### config.mk
export PLATFORM = sky130hd
export DESIGN_NAME = fp_issue_ctrl_flat
export DESIGN_NICKNAME = d
export VERILOG_FILES = /design/src/rtl/fp_pkg.sv /design/src/rtl/fp_issue_ctrl_if.sv /design/src/rtl/fp_lat_counter.sv /design/src/rtl/fp_issue_ctrl.sv /design/src/flat_wrapper.sv
export SDC_FILE = /design/constraint.sdc
export NUM_CORES = 1
export LEC_CHECK = 0
export CAP_MARGIN = 0
export CORE_MARGIN = 2
export CORE_UTILIZATION = 37
export CTS_CLUSTER_DIAMETER = 200
export DETAILED_ROUTE_END_ITERATION = 6
export PLACE_DENSITY = 0.86
export SYNTH_ARGS = -nofsm -noshare
export SYNTH_HDL_FRONTEND = slang
export SYNTH_SLANG_ARGS = --single-unit
### constraint.sdc
create_clock -name clk -period 1.85 [get_ports clk]
set_clock_uncertainty 0.05 [all_clocks]
set_input_delay 0.37 -clock clk [delete_from_list [all_inputs] [get_ports clk]]
set_output_delay 0.37 -clock clk [all_outputs]
set_load 0.05 [all_outputs]
### src/rtl/fp_pkg.sv
// Shared COP1 encodings, datapath op codes and issue FSM states for the FP unit.
package fp_pkg;

  localparam logic [5:0] OPC_COP1   = 6'b010001;

  localparam logic [4:0] FMT_ARITH  = 5'b00000;
  localparam logic [4:0] FMT_LWC1   = 5'b00100;
  localparam logic [4:0] FMT_SWC1   = 5'b00101;

  localparam logic [5:0] FUNCT_ADD  = 6'b000000;
  localparam logic [5:0] FUNCT_SUB  = 6'b000001;
  localparam logic [5:0] FUNCT_MUL  = 6'b000010;
  localparam logic [5:0] FUNCT_DIV  = 6'b000011;

  typedef enum logic [1:0] {
    FP_ADD = 2'd0,
    FP_SUB = 2'd1,
    FP_MUL = 2'd2,
    FP_DIV = 2'd3
  } fp_op_t;

  typedef enum logic [1:0] {
    ST_IDLE = 2'd0,
    ST_EXEC = 2'd1,
    ST_WB   = 2'd2
  } fp_state_t;

  // add/sub/mul/div occupy funct 0..3; everything above is unknown.
  function automatic logic is_arith_funct(input logic [5:0] funct);
    return (funct[5:2] == 4'b0000);
  endfunction

endpackage

### src/rtl/fp_issue_ctrl_if.sv
// Decode-stage to FP issue controller bus: instruction fields in, control out.
interface fp_issue_ctrl_if;

  logic       instr_valid;
  logic [5:0] opcode;
  logic [4:0] fmt;
  logic [5:0] fp_funct;
  logic [4:0] ft;
  logic [4:0] fd;
  logic       flush;

  logic       is_fp_op;
  logic       stall;
  logic       fp_start;
  logic [1:0] fp_op;
  logic       fp_write;
  logic [4:0] fp_wr_addr;
  logic       fp_mem_read;
  logic       fp_mem_write;
  logic       illegal_fp;

  modport master (
    output instr_valid, opcode, fmt, fp_funct, ft, fd, flush,
    input  is_fp_op, stall, fp_start, fp_op, fp_write, fp_wr_addr,
           fp_mem_read, fp_mem_write, illegal_fp
  );

  modport slave (
    input  instr_valid, opcode, fmt, fp_funct, ft, fd, flush,
    output is_fp_op, stall, fp_start, fp_op, fp_write, fp_wr_addr,
           fp_mem_read, fp_mem_write, illegal_fp
  );

endinterface

### src/rtl/fp_lat_counter.sv
// Loadable saturating down-counter used to time multi-cycle FP operations.
module fp_lat_counter #(
  parameter int W = 4
) (
  input  logic         clk,
  input  logic         rst_n,
  input  logic         load_i,
  input  logic [W-1:0] load_val_i,
  input  logic         dec_i,
  output logic [W-1:0] value_o,
  output logic         zero_o
);

  logic [W-1:0] cnt_q;

  // Load has priority; decrement stops at zero so the count never wraps.
  always_ff @(posedge clk or negedge rst_n) begin
    if (!rst_n) begin
      cnt_q <= '0;
    end else if (load_i) begin
      cnt_q <= load_val_i;
    end else if (dec_i && (cnt_q != '0)) begin
      cnt_q <= cnt_q - 1'b1;
    end
  end

  assign value_o = cnt_q;
  assign zero_o  = (cnt_q == '0);

endmodule

### src/rtl/fp_issue_ctrl.sv
// COP1 issue controller: decodes FP instructions, sequences multi-cycle
// arithmetic through IDLE/EXEC/WB, and pulses single-cycle lwc1/swc1.
module fp_issue_ctrl
  import fp_pkg::*;
#(
  parameter int ADD_LAT = 3,
  parameter int MUL_LAT = 4,
  parameter int DIV_LAT = 12
) (
  input  logic           clk,
  input  logic           rst_n,
  fp_issue_ctrl_if.slave bus
);

  localparam int CNT_W = $clog2(DIV_LAT + 1);

  fp_state_t  state_q, state_d;
  fp_op_t     op_q, op_d;
  logic       stall_q, stall_d;
  logic       start_q, start_d;
  logic       write_q, write_d;
  logic [4:0] addr_q, addr_d;
  logic       mrd_q, mrd_d;
  logic       mwr_q, mwr_d;
  logic       ill_q, ill_d;

  logic             cnt_load;
  logic [CNT_W-1:0] cnt_load_val;
  logic             cnt_dec;
  logic [CNT_W-1:0] cnt_value;
  logic             cnt_zero;

  logic dec_arith, dec_lwc1, dec_swc1, offer, mem_pend;

  assign bus.is_fp_op = bus.instr_valid && (bus.opcode == OPC_COP1);
  assign dec_arith    = (bus.fmt == FMT_ARITH) && is_arith_funct(bus.fp_funct);
  assign dec_lwc1     = (bus.fmt == FMT_LWC1);
  assign dec_swc1     = (bus.fmt == FMT_SWC1);
  assign offer        = bus.is_fp_op && !bus.flush;

  // The WB cycle already owns the register-file write port, so a memory op
  // arriving then is held back one more cycle.
  assign mem_pend  = (state_q == ST_WB) && offer && (dec_lwc1 || dec_swc1);
  assign bus.stall = stall_q || mem_pend;

  fp_lat_counter #(.W(CNT_W)) u_lat_cnt (
    .clk        (clk),
    .rst_n      (rst_n),
    .load_i     (cnt_load),
    .load_val_i (cnt_load_val),
    .dec_i      (cnt_dec),
    .value_o    (cnt_value),
    .zero_o     (cnt_zero)
  );

  // Next state, registered-output values and counter control.
  always_comb begin
    state_d      = state_q;
    op_d         = op_q;
    addr_d       = addr_q;
    stall_d      = 1'b0;
    start_d      = 1'b0;
    write_d      = 1'b0;
    mrd_d        = 1'b0;
    mwr_d        = 1'b0;
    ill_d        = 1'b0;
    cnt_load     = 1'b0;
    cnt_load_val = '0;
    cnt_dec      = 1'b0;

    case (state_q)
      ST_EXEC: begin
        if (bus.flush) begin
          state_d = ST_IDLE;
        end else if (cnt_zero) begin
          state_d = ST_WB;
          write_d = 1'b1;
        end else begin
          cnt_dec = (cnt_value != '0);
          stall_d = 1'b1;
        end
      end

      ST_IDLE, ST_WB: begin
        state_d = ST_IDLE;
        if (offer) begin
          if (dec_arith) begin
            state_d  = ST_EXEC;
            start_d  = 1'b1;
            op_d     = fp_op_t'(bus.fp_funct[1:0]);
            addr_d   = bus.fd;
            stall_d  = 1'b1;
            cnt_load = 1'b1;
            case (bus.fp_funct[1:0])
              2'd2:    cnt_load_val = CNT_W'(MUL_LAT - 2);
              2'd3:    cnt_load_val = CNT_W'(DIV_LAT - 2);
              default: cnt_load_val = CNT_W'(ADD_LAT - 2);
            endcase
          end else if (dec_lwc1 && (state_q == ST_IDLE)) begin
            mrd_d   = 1'b1;
            write_d = 1'b1;
            addr_d  = bus.ft;
          end else if (dec_swc1 && (state_q == ST_IDLE)) begin
            mwr_d = 1'b1;
          end else if (!dec_lwc1 && !dec_swc1) begin
            ill_d = 1'b1;
          end
        end
      end

      default: state_d = ST_IDLE;
    endcase
  end

  // State and output registers; reset drops any in-flight op.
  always_ff @(posedge clk or negedge rst_n) begin
    if (!rst_n) begin
      state_q <= ST_IDLE;
      op_q    <= FP_ADD;
      addr_q  <= '0;
      stall_q <= 1'b0;
      start_q <= 1'b0;
      write_q <= 1'b0;
      mrd_q   <= 1'b0;
      mwr_q   <= 1'b0;
      ill_q   <= 1'b0;
    end else begin
      state_q <= state_d;
      op_q    <= op_d;
      addr_q  <= addr_d;
      stall_q <= stall_d;
      start_q <= start_d;
      write_q <= write_d;
      mrd_q   <= mrd_d;
      mwr_q   <= mwr_d;
      ill_q   <= ill_d;
    end
  end

  assign bus.fp_start     = start_q;
  assign bus.fp_op        = op_q;
  assign bus.fp_write     = write_q;
  assign bus.fp_wr_addr   = addr_q;
  assign bus.fp_mem_read  = mrd_q;
  assign bus.fp_mem_write = mwr_q;
  assign bus.illegal_fp   = ill_q;

endmodule

### src/flat_wrapper.sv
// flat-port wrapper written by rule: the top's interface ports become plain ports
module fp_issue_ctrl_flat import fp_pkg::*;
#(
  parameter int ADD_LAT = 3,
  parameter int MUL_LAT = 4,
  parameter int DIV_LAT = 12
)
  (clk, rst_n, bus_instr_valid, bus_opcode, bus_fmt, bus_fp_funct, bus_ft, bus_fd, bus_flush, bus_is_fp_op, bus_stall, bus_fp_start, bus_fp_op, bus_fp_write, bus_fp_wr_addr, bus_fp_mem_read, bus_fp_mem_write, bus_illegal_fp);
  fp_issue_ctrl_if bus_i ();
  input  logic clk;
  input  logic rst_n;
  input wire logic [$bits(bus_i.instr_valid)-1:0] bus_instr_valid;
  input wire logic [$bits(bus_i.opcode)-1:0] bus_opcode;
  input wire logic [$bits(bus_i.fmt)-1:0] bus_fmt;
  input wire logic [$bits(bus_i.fp_funct)-1:0] bus_fp_funct;
  input wire logic [$bits(bus_i.ft)-1:0] bus_ft;
  input wire logic [$bits(bus_i.fd)-1:0] bus_fd;
  input wire logic [$bits(bus_i.flush)-1:0] bus_flush;
  output wire logic [$bits(bus_i.is_fp_op)-1:0] bus_is_fp_op;
  output wire logic [$bits(bus_i.stall)-1:0] bus_stall;
  output wire logic [$bits(bus_i.fp_start)-1:0] bus_fp_start;
  output wire logic [$bits(bus_i.fp_op)-1:0] bus_fp_op;
  output wire logic [$bits(bus_i.fp_write)-1:0] bus_fp_write;
  output wire logic [$bits(bus_i.fp_wr_addr)-1:0] bus_fp_wr_addr;
  output wire logic [$bits(bus_i.fp_mem_read)-1:0] bus_fp_mem_read;
  output wire logic [$bits(bus_i.fp_mem_write)-1:0] bus_fp_mem_write;
  output wire logic [$bits(bus_i.illegal_fp)-1:0] bus_illegal_fp;
  assign bus_i.instr_valid = bus_instr_valid;
  assign bus_i.opcode = bus_opcode;
  assign bus_i.fmt = bus_fmt;
  assign bus_i.fp_funct = bus_fp_funct;
  assign bus_i.ft = bus_ft;
  assign bus_i.fd = bus_fd;
  assign bus_i.flush = bus_flush;
  assign bus_is_fp_op = bus_i.is_fp_op;
  assign bus_stall = bus_i.stall;
  assign bus_fp_start = bus_i.fp_start;
  assign bus_fp_op = bus_i.fp_op;
  assign bus_fp_write = bus_i.fp_write;
  assign bus_fp_wr_addr = bus_i.fp_wr_addr;
  assign bus_fp_mem_read = bus_i.fp_mem_read;
  assign bus_fp_mem_write = bus_i.fp_mem_write;
  assign bus_illegal_fp = bus_i.illegal_fp;
  fp_issue_ctrl #(.ADD_LAT(ADD_LAT), .MUL_LAT(MUL_LAT), .DIV_LAT(DIV_LAT)) u_core (.clk(clk), .rst_n(rst_n), .bus(bus_i));
endmodule
==> summary.md <==
| Metric | Value |
|---|---|
| Synthesized area per cell | `12.92 µm²` |
| ANT nets after route | `0` |
| Clock tree from TritonCTS | `built` |
| Syn-to-layout area delta | `63.52%` |
| Transition time at the pin with the least slew margin | `0.3126 ns` |
| Via count normalized by instance count | `4.786` |
| Seq/Total Area, Yosys | `47.80%` |
| Maximum clock insertion buffer count | `2` |
| Max VDD drop | `0.0003166 V` |
| Syn Std Cell Area | `994.7 µm²` |
| Power after layout | `730.7 µW` |
| Final core utilization | `64.48%` |
| Number of nets produced by synthesis | `110` |
| Combinational cell fraction of total power | `14.2%` |
| Pre-Repair DR Iteration Count | `5` |
| Starting Density | `39.43%` |
| Vias after detailed routing | `804` |
| CTS Root Cell | `clkbuf_4` |
| Reg-to-reg startpoint | `u_core.state_q[0]$_DFFE_PN0P_` |
| Clock sink count | `19` |
| Later-pin clock latency in the skew report | `0.30 ns` |
| Setup crit end kind | `output pin` |
| Share of total power consumed by net switching | `22.93%` |
| Register-to-register path setup slack | `0.10 ns` |
| Internal | `563.2 µW` |
| Initial antenna violation count | `0` |
| Areal power density over the cells | `449.3 nW/µm²` |
| Setup TNS | `-0.003729 ns` |
| Setup WS post-layout | `-0.003729 ns` |
| RSZ-0062 raised after global routing | `true` |
| Number of levels the H-tree was split into | `1` |
| Largest net degree at the start of global routing | `20` |
| CP Capture Point | `bus_stall` |
| Maximum clock frequency | `539.5 MHz` |
| Global-route wire length before repair | `3.967 mm` |
| Tmin final | `1.854 ns` |
| Final instance count without filler cells | `168` |
| Cell type contributing the most total cell area after synthesis | `dfrtp_1` |
| Horizontal die dimension | `55.85 µm` |
| Core area | `2522 µm²` |
| Number of maximum-capacitance violations | `0` |
| Hold Fails Final Rpt | `0` |
| Pins Over Slew Limit | `0` |
| Number of storage elements in the synthesis netlist | `19` |
| Hold Crit Class | `primary input to async pin` |
| Input/output buffers | `44` |
| Final setup viols | `1` |
| Gate count of the mapped netlist | `77` |
| Drt wl/cell | `14.01 µm` |
| Proportion of power drawn by the clock network | `28.8%` |
| Sum of overflow across all layers after global routing | `0` |
| Number of library cell types mapped by synthesis | `29` |
| Part of the cycle the worst path needs | `100.2%` |
| Area of the die | `3119 µm²` |
| Area share of the leading cell type in the synthesized netlist | `47.80%` |
| Remaining routing DRC violations | `0` |
| Total Nets Final | `172` |
| Ranking of synthesized cells by area | `dfrtp_1 48%, mux2_2 12%, mux2i_1 3.0%` |
| I/O pin total | `45` |
| Net load switching power | `167.5 µW` |
| Worst path required time | `1.43 ns` |
| Detailed Route WL | `2.353 mm` |
| Number of hold buffers added after CTS | `0` |
| Crit path arrival time | `1.43 ns` |
| Die boundary height | `55.85 µm` |
| Clk slew on worst S/H paths | `0.11 ns` |
| Post-DP HPWL | `1.808 mm` |
| Critical path startpoint category | `primary input` |
| DP Cell Count | `160` |
| YS warnings | `0` |
| Slew headroom | `78.87%` |
| Overall global routing resource usage | `15.66%` |
| Share of cells above drive strength 1 | `43.48%` |
| Critical Path Start | `bus_opcode[2]` |
| Final weighted congestion of routability-driven global placement | `0.7742` |
| Setup Slack @ Placement | `-0.5075 ns` |
| Run status | `finished with violations` |
| Number of buffers created by CTS | `3` |
| Floorplan row count | `18` |
| Number of inserted diodes | `0` |
| DRC violation total after the first TritonRoute iteration | `2` |
| Max FO, Critical Path | `3` |
| Number of cells traversed by the worst register-to-register path | `4` |
| Static Leakage | `0.8056 nW` |
| Destination of the worst register-to-register timing path | `u_core.bus.fp_wr_addr[1]$_DFFE_PN0P_` |
| Violations in the final reports | `negative setup slack` |
| Startpoint-to-endpoint class of the critical path | `primary input to output pin` |
| Vias in the first global route | `921` |
| Sequential share of power | `56.9%` |
-- critical path, cell delays in order --
cell and delay [ns]:
dlygate4sd2_1 0.23, nand4bb_4 0.21, nor4_4 0.29, a31o_4 0.21
buf_12 0.13
-- logic make-up (layout without fill, tap and decap cells) --
kind of cell             after synthesis  in the layout  synth area share, %
AND/OR/NAND/NOR                       27             27                21.76
flip-flops                            19             19                47.80
XOR/XNOR                               3              3                2.642
multiplexers                          16             16                18.49
adder cells (fa/ha/maj)                2              2                2.515
AO/OA/AOI/OAI                          5              5                4.529
buffers and inverters                  5             66                2.264
-- worst min-delay path by stage --
stage	from	endpoint	slack, ns	cells past startpoint
2_1_floorplan	rst_n	u_core.bus.fp_mem_read$_DFF_PN0_	0.02	0
3_3_place_gp	u_core.state_q[1]$_DFFE_PN0P_	u_core.state_q[1]$_DFFE_PN0P_	0.44	1
3_5_place_dp	u_core.state_q[1]$_DFFE_PN0P_	u_core.state_q[1]$_DFFE_PN0P_	0.45	1
4_1_cts	rst_n	u_core.bus.fp_wr_addr[0]$_DFFE_PN0P_	0.35	2
5_1_grt	rst_n	u_core.bus.illegal_fp$_DFF_PN0_	0.37	2
6_report	rst_n	u_core.bus.illegal_fp$_DFF_PN0_	0.35	2
-- cell usage in the layout (no fill, tap or decap), drive strengths merged, types with 3 or more instances in the layout --
| cell | count |
|---|---|
| nor2 | 8 |
| clkbuf | 3 |
| nand3 | 3 |
| nand2 | 3 |
| buf | 31 |
| dlymetal6s2s | 3 |
| mux2i | 3 |
| dlygate4sd2 | 8 |
| inv | 4 |
| clkdlybuf4s50 | 15 |
| dfrtp | 19 |
| mux2 | 13 |
-- layout make-up --
| type | count | area [µm²] |
|---|---|---|
| Sequential cell | 19 | 476.7 |
| Clock buffer | 3 | 22.52 |
| Timing Repair Buffer | 58 | 525.5 |
| Multi-Input combinational cell | 53 | 544.3 |
| Fill cell | 200 | 895.9 |
| Inverter | 4 | 15.01 |
| Clock inverter | 1 | 5.005 |
| Tap cell | 30 | 37.54 |
-- cell usage after synthesis --
cell type and number:
a21boi_4 1, a31o_2 1, and4_1 1, buf_4 1
dfrtp_1 19, ha_1 2, inv_1 4, mux2_2 11
mux2_4 2, mux2i_1 3, nand2_1 3, nand3_1 3
nand3b_1 1, nand4bb_4 1, nor2_1 7, nor2_8 1
nor3_1 2, nor3b_1 1, nor4_1 1, nor4_4 1
nor4b_1 1, nor4b_2 1, o21ai_0 2, o21bai_1 1
or3b_2 1, or3b_4 1, or4_4 1, xnor2_1 1
xor2_1 2
-- per-layer routing --
metal / wire length [µm] / part of all wire (%) / track usage [%] / vias to the layer above
li1: - / - / - / 399
met1: 954 / 41 / 18.49 / 374
met2: 1250 / 53 / 29.25 / 27
met3: 112 / 4.8 / 1.860 / 4
met4: 36 / 1.5 / 5.102 / 0
met5: 0 / 0 / 0 / -
-- timing repair --
action                     4_1_cts  5_1_grt
setup buffers                    3        0
setup endpoints to repair       13        7
gates cloned                     0        1
pin swaps                        5        6
resized for setup               23       13
-- power by group through the flow --
stage / clock (mW) / sequential [mW] / combinational, mW
4_1_cts: 0.221 / 0.416 / 0.103
3_3_place_gp: 0 / 0.424 / 0.104
2_1_floorplan: 0 / 0.426 / 0.0177
3_5_place_dp: 0 / 0.424 / 0.108
6_report: 0.211 / 0.416 / 0.104
5_1_grt: 0.235 / 0.416 / 0.112
-- per-stage QoR --
stage               hold WS [ns]  instance area [µm²]
floorplan                0.02441                994.7
global placement          0.4415                 1530
detailed placement        0.4466                 1530
CTS                       0.3547                 1580
global route              0.3719                 1627
finish                    0.3475                 1627
-- registers in the layout, indices dropped and copies added (netlist names) --
signal and cells:
u_core.bus.fp_wr_addr 5, u_core.u_lat_cnt.value_o 4, u_core.bus.fp_op 2, u_core.state_q 2, u_core.bus.fp_mem_read 1, u_core.bus.fp_mem_write 1, u_core.bus.fp_start 1, u_core.bus.fp_write 1
u_core.bus.illegal_fp 1, u_core.stall_q 1
Note: power is estimated with default switching activity, not from simulation.
